--- src/rtl/ofdm_pkg.sv ---
// Shared constants and read-side state encoding for the cyclic-prefix inserter.
package ofdm_pkg;

    localparam int N_FFT  = 64;
    localparam int CP_LEN = 16;
    localparam int DW     = 16;
    localparam int IDX_W  = $clog2(N_FFT);

    typedef enum logic [1:0] {
        ST_IDLE = 2'd0,
        ST_CP   = 2'd1,
        ST_BODY = 2'd2
    } rd_state_e;

endpackage

--- src/rtl/ofdm_pingpong_ram.sv ---
// Two-bank simple dual-port symbol store, one write and one read port, 1-cycle synchronous read.
module ofdm_pingpong_ram #(
    parameter int DEPTH = 64,
    parameter int WIDTH = 32
) (
    input  logic                     clk,
    input  logic                     we_i,
    input  logic                     wbank_i,
    input  logic [$clog2(DEPTH)-1:0] waddr_i,
    input  logic [WIDTH-1:0]         wdata_i,
    input  logic                     re_i,
    input  logic                     rbank_i,
    input  logic [$clog2(DEPTH)-1:0] raddr_i,
    output logic [WIDTH-1:0]         rdata_o
);

    logic [WIDTH-1:0] mem [2*DEPTH];

    always_ff @(posedge clk) begin
        if (we_i) begin
            mem[{wbank_i, waddr_i}] <= wdata_i;
        end
    end

    // rdata_o holds its value while re_i is low, which the output stall relies on.
    always_ff @(posedge clk) begin
        if (re_i) begin
            rdata_o <= mem[{rbank_i, raddr_i}];
        end
    end

endmodule

--- src/rtl/ofdm_cp_inserter.sv ---
// Buffers whole OFDM symbols in a ping-pong RAM and replays each as CP tail + body
// through a registered valid/ready output; read address, RAM output and output register stall together.
module ofdm_cp_inserter
    import ofdm_pkg::*;
#(
    parameter int N_FFT  = ofdm_pkg::N_FFT,
    parameter int CP_LEN = ofdm_pkg::CP_LEN,
    parameter int DW     = ofdm_pkg::DW
) (
    input  logic          clk,
    input  logic          reset,
    input  logic          en,
    input  logic          in_valid,
    input  logic [DW-1:0] in_data_i,
    input  logic [DW-1:0] in_data_q,
    input  logic          in_done,
    input  logic          out_ready,
    output logic          out_valid,
    output logic [DW-1:0] out_data_i,
    output logic [DW-1:0] out_data_q,
    output logic          out_sym_start,
    output logic          overflow,
    output logic          frame_done
);

    localparam int            IW       = $clog2(N_FFT);
    localparam logic [IW-1:0] LAST     = IW'(N_FFT - 1);
    localparam logic [IW-1:0] CP_START = IW'(N_FFT - CP_LEN);

    logic [1:0]      full_q, full_d;
    logic            wr_bank_q, wr_bank_d;
    logic [IW-1:0]   wr_idx_q, wr_idx_d;
    logic            overflow_q, overflow_d;
    logic            done_q, done_d;
    logic            in_done_q;
    logic            frame_done_q, frame_done_d;

    rd_state_e       state_q;
    logic            rd_bank_q;
    logic [IW-1:0]   rd_idx_q;
    logic            rd_pend_q, pend_start_q, pend_last_q;
    logic            out_valid_q, out_start_q, out_last_q;
    logic [DW-1:0]   out_i_q, out_q_q;

    logic            adv, issue, issue_start, issue_last, wr_en, rd_free, pipe_empty;
    logic [2*DW-1:0] rd_data;

    assign adv         = en && (!out_valid_q || out_ready);
    assign issue       = adv && (state_q != ST_IDLE || full_q[rd_bank_q]);
    assign issue_start = (state_q != ST_BODY) && (rd_idx_q == CP_START);
    assign issue_last  = (state_q == ST_BODY) && (rd_idx_q == LAST);
    assign wr_en       = en && in_valid && !full_q[wr_bank_q];
    // rd_bank has already moved on by the time the last body sample is accepted.
    assign rd_free     = en && out_valid_q && out_ready && out_last_q;
    assign pipe_empty  = (state_q == ST_IDLE) && !rd_pend_q && !out_valid_q;

    ofdm_pingpong_ram #(.DEPTH(N_FFT), .WIDTH(2*DW)) u_ram (
        .clk     (clk),
        .we_i    (wr_en),
        .wbank_i (wr_bank_q),
        .waddr_i (wr_idx_q),
        .wdata_i ({in_data_i, in_data_q}),
        .re_i    (issue),
        .rbank_i (rd_bank_q),
        .raddr_i (rd_idx_q),
        .rdata_o (rd_data)
    );

    always_comb begin
        full_d       = full_q;
        wr_bank_d    = wr_bank_q;
        wr_idx_d     = wr_idx_q;
        overflow_d   = overflow_q;
        done_d       = done_q;
        frame_done_d = 1'b0;
        if (rd_free) begin
            full_d[~rd_bank_q] = 1'b0;
        end
        if (in_valid) begin
            if (full_q[wr_bank_q]) begin
                overflow_d = 1'b1;
            end else if (wr_idx_q == LAST) begin
                full_d[wr_bank_q] = 1'b1;
                wr_bank_d         = ~wr_bank_q;
                wr_idx_d          = '0;
            end else begin
                wr_idx_d = wr_idx_q + 1'b1;
            end
        end else if (done_q) begin
            wr_idx_d = '0;
        end
        if (in_done && !in_done_q) begin
            done_d = 1'b1;
        end
        if (done_q && full_q == 2'b00 && wr_idx_q == '0 && pipe_empty) begin
            frame_done_d = 1'b1;
            done_d       = 1'b0;
        end
    end

    always_ff @(posedge clk or posedge reset) begin
        if (reset) begin
            full_q       <= 2'b00;
            wr_bank_q    <= 1'b0;
            wr_idx_q     <= '0;
            overflow_q   <= 1'b0;
            done_q       <= 1'b0;
            in_done_q    <= 1'b0;
            frame_done_q <= 1'b0;
        end else if (en) begin
            full_q       <= full_d;
            wr_bank_q    <= wr_bank_d;
            wr_idx_q     <= wr_idx_d;
            overflow_q   <= overflow_d;
            done_q       <= done_d;
            in_done_q    <= in_done;
            frame_done_q <= frame_done_d;
        end
    end

    always_ff @(posedge clk or posedge reset) begin
        if (reset) begin
            state_q      <= ST_IDLE;
            rd_bank_q    <= 1'b0;
            rd_idx_q     <= CP_START;
            rd_pend_q    <= 1'b0;
            pend_start_q <= 1'b0;
            pend_last_q  <= 1'b0;
            out_valid_q  <= 1'b0;
            out_start_q  <= 1'b0;
            out_last_q   <= 1'b0;
            out_i_q      <= '0;
            out_q_q      <= '0;
        end else if (adv) begin
            rd_pend_q    <= issue;
            pend_start_q <= issue && issue_start;
            pend_last_q  <= issue && issue_last;
            out_valid_q  <= rd_pend_q;
            out_start_q  <= rd_pend_q && pend_start_q;
            out_last_q   <= rd_pend_q && pend_last_q;
            if (rd_pend_q) begin
                out_i_q <= rd_data[2*DW-1:DW];
                out_q_q <= rd_data[DW-1:0];
            end
            if (issue) begin
                case (state_q)
                    ST_BODY: begin
                        if (rd_idx_q == LAST) begin
                            rd_bank_q <= ~rd_bank_q;
                            rd_idx_q  <= CP_START;
                            state_q   <= full_q[~rd_bank_q] ? ST_CP : ST_IDLE;
                        end else begin
                            rd_idx_q <= rd_idx_q + 1'b1;
                        end
                    end
                    default: begin
                        if (rd_idx_q == LAST) begin
                            state_q  <= ST_BODY;
                            rd_idx_q <= '0;
                        end else begin
                            state_q  <= ST_CP;
                            rd_idx_q <= rd_idx_q + 1'b1;
                        end
                    end
                endcase
            end
        end
    end

    assign out_valid     = out_valid_q;
    assign out_data_i    = out_i_q;
    assign out_data_q    = out_q_q;
    assign out_sym_start = out_start_q;
    assign overflow      = overflow_q;
    assign frame_done    = frame_done_q;

endmodule

--- config.mk ---
export PLATFORM = sky130hd
export DESIGN_NAME = ofdm_cp_inserter
export DESIGN_NICKNAME = d
export VERILOG_FILES = /design/src/rtl/ofdm_pkg.sv /design/src/rtl/ofdm_pingpong_ram.sv /design/src/rtl/ofdm_cp_inserter.sv
export SDC_FILE = /design/constraint.sdc
export NUM_CORES = 2
export LEC_CHECK = 0
export CAP_MARGIN = 30
export CORE_MARGIN = 2
export CORE_UTILIZATION = 46
export DETAILED_ROUTE_END_ITERATION = 10
export GPL_ROUTABILITY_DRIVEN = 0
export PLACE_DENSITY = 0.69
export RECOVER_POWER = 50
export SLEW_MARGIN = 10
export SYNTH_ARGS = -nofsm -noshare
export SYNTH_HDL_FRONTEND = slang
export SYNTH_SLANG_ARGS = --single-unit
--- constraint.sdc ---
create_clock -name clk -period 4.7 [get_ports clk]
set_input_delay 0.47 -clock clk [delete_from_list [all_inputs] [get_ports clk]]
set_output_delay 0.47 -clock clk [all_outputs]
set_load 0.05 [all_outputs]
# After elaboration in Yosys (flattened, before gate mapping)
# Memories as Yosys holds them, arrays and structs flattened. A register that Yosys moved wholly into a read port is not among the register bits.
# Index checks and enable logic that the tools add are counted.
# word_totals
elab_cells	110
in_bits	38
ff_bits	60
ramBits	4096
mem_count	1
# classes
muxes	30
add_sub_neg	2
order_cmp	5
reduce_logical	41
n_eq_ne	7
bitwise	6
# memory_table
memory	depth	width	rd	rd_ports_with_merged_regs	write_ports	line	source
u_ram.mem	128	32	1	1	1	ofdm_pingpong_ram.sv:17	logic [WIDTH-1:0] mem [2*DEPTH];
# ops
cell	count
2-to-1 mux 6 bit	7
logical AND 1 bit	21
equality test 6 bit, second input constant	3
2-to-1 mux 1 bit	14
2-to-1 mux 2 bit	7
adder 6 x 1 -> 6 bit, second input constant	2
AND reduction 3 bit	3
AND reduction 4 bit	2
zero test 6 bit	1
less-than comparator 1 x 2 -> 1 bit, second input constant	3
AND reduction 2 bit	3
nonzero test 2 bit	3
zero test 1 bit	4
zero test 2 bit	2
!= test 2 bit, second input constant	2
NOT 1 bit	3
AND 2 bit	1
demux 1 bit (select 1 bit)	2
equality test 2 bit, second input constant	1
greater-or-equal comparator 1 bit, second input constant	2
logical OR 1 bit	2
!= test 2 x 1 -> 1 bit, second input constant	1
NOT 2 bit	1
OR 2 bit	1

# Longest topological paths before layout
# depth
ltp_word	12
depth_mapped	11

# Modules after synthesis
# A second synthesis with hierarchy kept.
# unflattened
hier_cells	6207
hier_area_um2	159242.7
# modules_own_cells
module	cells_each	instances	area_per_inst_um2	seq_area_each_um2
ofdm_pingpong_ram	5990	1	156596.4	123958.9
ofdm_cp_inserter	217	1	2646.3	1503.9

# Least setup slack after synthesis
# No wires, ideal clock.
# synth_timing
path_kind	input to register
startpoint	in en
endpoint	mem u_ram.mem[63][0] (enable)
stages	4
arrival_time_ns	4.279
path_slack_ns	-0.081
path_cell_list	clkbuf_1 -> nand3_1 -> clkbuf_1 -> nor4_1
# synth_between
elab_chain_cells	4
# synth_rtl
element	line	source
from (decl)	ofdm_cp_inserter.sv:12	input logic en,
logical AND 1 bit (2 in a row)	ofdm_cp_inserter.sv:52	assign wr_en = en && in_valid && !full_q[wr_bank_q];
2-to-1 mux 1 bit	ofdm_pingpong_ram.sv:20	if (we_i) begin
2-to-1 mux 1 bit (not written as such)	ofdm_pingpong_ram.sv:21	mem[{wbank_i, waddr_i}] <= wdata_i;
to (decl)	ofdm_pingpong_ram.sv:17	
# No other way between the ends.

# Final worst setup path
# layout_timing
startpoint	in in_data_q[5]
endpoint	mem u_ram.mem[62][5] (data pin)
# layout_rtl
element	line	source
from (decl)	ofdm_cp_inserter.sv:15	input logic [DW-1:0] in_data_q,
# Straight into the memory's write port.

==> run metrics <==
status=finished, violations left; failing checks=max-capacitance violations, max-slew violations; post-route ant nets=0; overall power=102 mW; std cell rows=217; post-synth top area share=0.770; Starting Density=0.462; Hold Path Class=in -> reg; Skew-Pair Late Insertion Delay=0.93 ns; post-route clock period utilization=0.885; post-synth cell types=65; antenna violations before repair=33; RSZ-0062 raised after global routing=false; Yosys reg bits=4188; Worst Setup Start Kind=primary input; Fmax achieved=0.240 GHz; DRT iter0 DRCs=11700; CP Class=in -> reg; Synthesized Nets=7850; fill count=26500; Nets=8335; Endpoint, Worst Hold=in_done_q; crit path DAT=4.66 ns; dominant synthesized flop cell=edfxtp_1; CTS Root Cell=clkbuf_16; clock slew at reported path FFs=0.06 ns; Hold Crit Depth=3; worst hold slack=0.411 ns; Core ar.=0.349 mm²; HPWL after DPL=256000 µm; Mapped Avg Cell Area=20.6 µm²; Final Max Tran Viols=3201; DR vias=83500; worst r2r dst=u_ram.mem[33][25]; EDFF count, synth=4128; TritonRoute pass-1 iters=6; synthesized area=0.161 mm²; largest net degree at the start of global routing=129; Area Growth Syn to Fin=13.3%; Critical-path top delay cell=clkbuf_1; Reg2Reg Setup Slack=0.54 ns; synth warn=0; max_cap viols=59; Die Wd=596 µm; worst reg2reg path startpoint=wr_bank_q; GRT overflow=0; clock skew=0.0550 ns; register area share after synthesis=0.779; die height=596 µm; vias in the first global route=81700; Worst slew margin=-1.74; Die ar.=0.355 mm²; Tightest Pin Transition=4.11 ns; Buf+Inv Stages, Crit Path=2; CP peak stage delay=2.68 ns; cell family contributing the most delay on the critical path=buffers and inverters; R2R depth=8; IO Port Bufs=73; critical-path maximum fanout=65; H-tree depth=5; Global Route Usage Sum=0.243; first-pass GRT wire length=616000 µm; layout cells sized above 1=0.216; synth top area cells=edfxtp_1 77%, mux4_2 7.9%, mux2i_1 4.9%, mux2_2 1.0%, a22oi_1 0.96%; Syn Inst Count=7808; peak supply drop=0.514 mV; CP endpoint kind=register; TritonCTS clock tree=yes; final WL=440000 µm; # Post-CTS Setup Buffers=0; I/O Pins=74; wire per inst=33.3 µm; CTS sink count=4188; Period minus WS final=4.16 ns; most area-hungry cell type in the Yosys netlist=edfxtp_1; Worst Path Required=5.21 ns; CTS Buffer Depth=4; most frequent cells in the layout=4128 x edfxtp_1, 792 x mux2i_1, 568 x mux4_2, 406 x clkbuf_16, 340 x buf_4; Static Leak=57.6 nW; Cell Chain, Critical Path=clkbuf_1 > clkbuf_2; Setup-failing EPs final=0; DRC viols=0; Num CTS Buffers=399; Power Density=560 mW/mm²; async set or reset register ratio after synthesis=0.0143; DR vias/cell=6.32; Fin. Hold Viols=0; most common cell after layout, fill and taps aside=edfxtp_1; hold path start=in_done
-- Yosys cell counts, drive strengths merged, types with 6 or more instances --
cell,count
nand3,156
o2111a,36
dfrtp,58
o211a,9
a21oi,199
mux4,568
a211oi,46
mux2i,792
a211o,76
a22o,100
or2,8
inv,14
mux2,149
nor2b,19
nor4,29
nor3,14
buf,327
a2111oi,26
o21ai,59
a31oi,6
nand2,134
edfxtp,4128
clkbuf,140
a22oi,206
o2111ai,19
nor4b,19
o22ai,242
nor2,176
-- power breakdown --
group | internal, mW | switching [mW]
clock network | 17.9 | 13.6
registers | 41.6 | 0.678
logic | 10.9 | 17.5
-- area by class of cell --
cell class | instances | area, µm² | share of cell area
antenna | 15 | 37.5 | 0.000206
clock buffer | 509 | 10600 | 0.0580
clock inverter | 209 | 2020 | 0.0111
inverter | 15 | 57.6 | 0.000315
multi-input combinational | 3138 | 33600 | 0.184
sequential | 4188 | 125000 | 0.688
tap | 4599 | 5750 | 0.0315
timing repair buffer | 551 | 4950 | 0.0271
-- worst max-delay path by stage --
stage	from	to	slack, ns	cells past startpoint
finish	in_data_q[5]	u_ram.mem[62][5]	0.54	2
global route	in_data_q[10]	u_ram.mem[52][10]	0.33	3
floorplan	wr_idx_q[1]	u_ram.mem[127][0]	0.11	4
global placement	rd_idx_q[0]	u_ram.rdata_o[15]	-0.13	7
CTS	rd_idx_q[0]	u_ram.rdata_o[15]	0.35	8
detailed placement	rd_idx_q[0]	u_ram.rdata_o[15]	0.39	8
-- what timing repair did --
action / in CTS / in global routing
gates resized for setup: 0 / 0
hold endpoints to repair: 51 / 67
hold buffers: 6 / 6
-- sequential cells by signal, indices dropped and copies added (netlist names) --
register,cells
pend_start_q,1
rd_bank_q,1
u_ram.rdata_o,32
wr_idx_q,6
out_data_i,16
u_ram.mem,4096
overflow,1
rd_idx_q,6
full_q,2
state_q,2
in_done_q,1
pend_last_q,1
out_last_q,1
out_data_q,16
rd_pend_q,1
out_valid,1
frame_done,1
out_sym_start,1
wr_bank_q,1
done_q,1
-- logic make-up (layout without fill, tap and decap cells) --
| kind of cell | count (synthesis) | in the layout | synth area share |
|---|---|---|---|
| buffers and inverters | 482 | 1284 | 0.0189 |
| AOI/OAI and AO/OA | 1035 | 1035 | 0.0452 |
| xor gates and xnor gates | 4 | 4 | 0.000218 |
| muxes | 1509 | 1509 | 0.139 |
| adders and majority gates | 4 | 4 | 0.000311 |
| DFF | 4188 | 4188 | 0.779 |
| other | 0 | 15 | 0 |
| and+or+nand+nor | 586 | 586 | 0.0172 |
-- per-layer routing --
layer / global-route usage / up-vias / share of wire
li1: - / 33500 / -
met1: 0.336 / 44200 / 0.38
met2: 0.382 / 4966 / 0.47
met3: 0.0513 / 774 / 0.11
met4: 0.0941 / 18 / 0.042
met5: 0 / - / 0.00025
-- per-stage QoR --
step / area [µm²] / instances / setup WS (ns) / setup TNS, ns / util
final: 183000 / 13200 / 0.541 / 0 / 0.523
after global routing: 182000 / 13200 / 0.331 / 0 / 0.523
after CTS: 183000 / 13200 / 0.348 / 0 / 0.523
after detailed placement: 170000 / 12500 / 0.386 / 0 / 0.487
after global placement: 170000 / 12500 / -0.132 / -0.132 / 0.486
after floorplan: 161000 / 7808 / 0.105 / 0 / -
No activity file was read; power rests on OpenSTA's default activity.
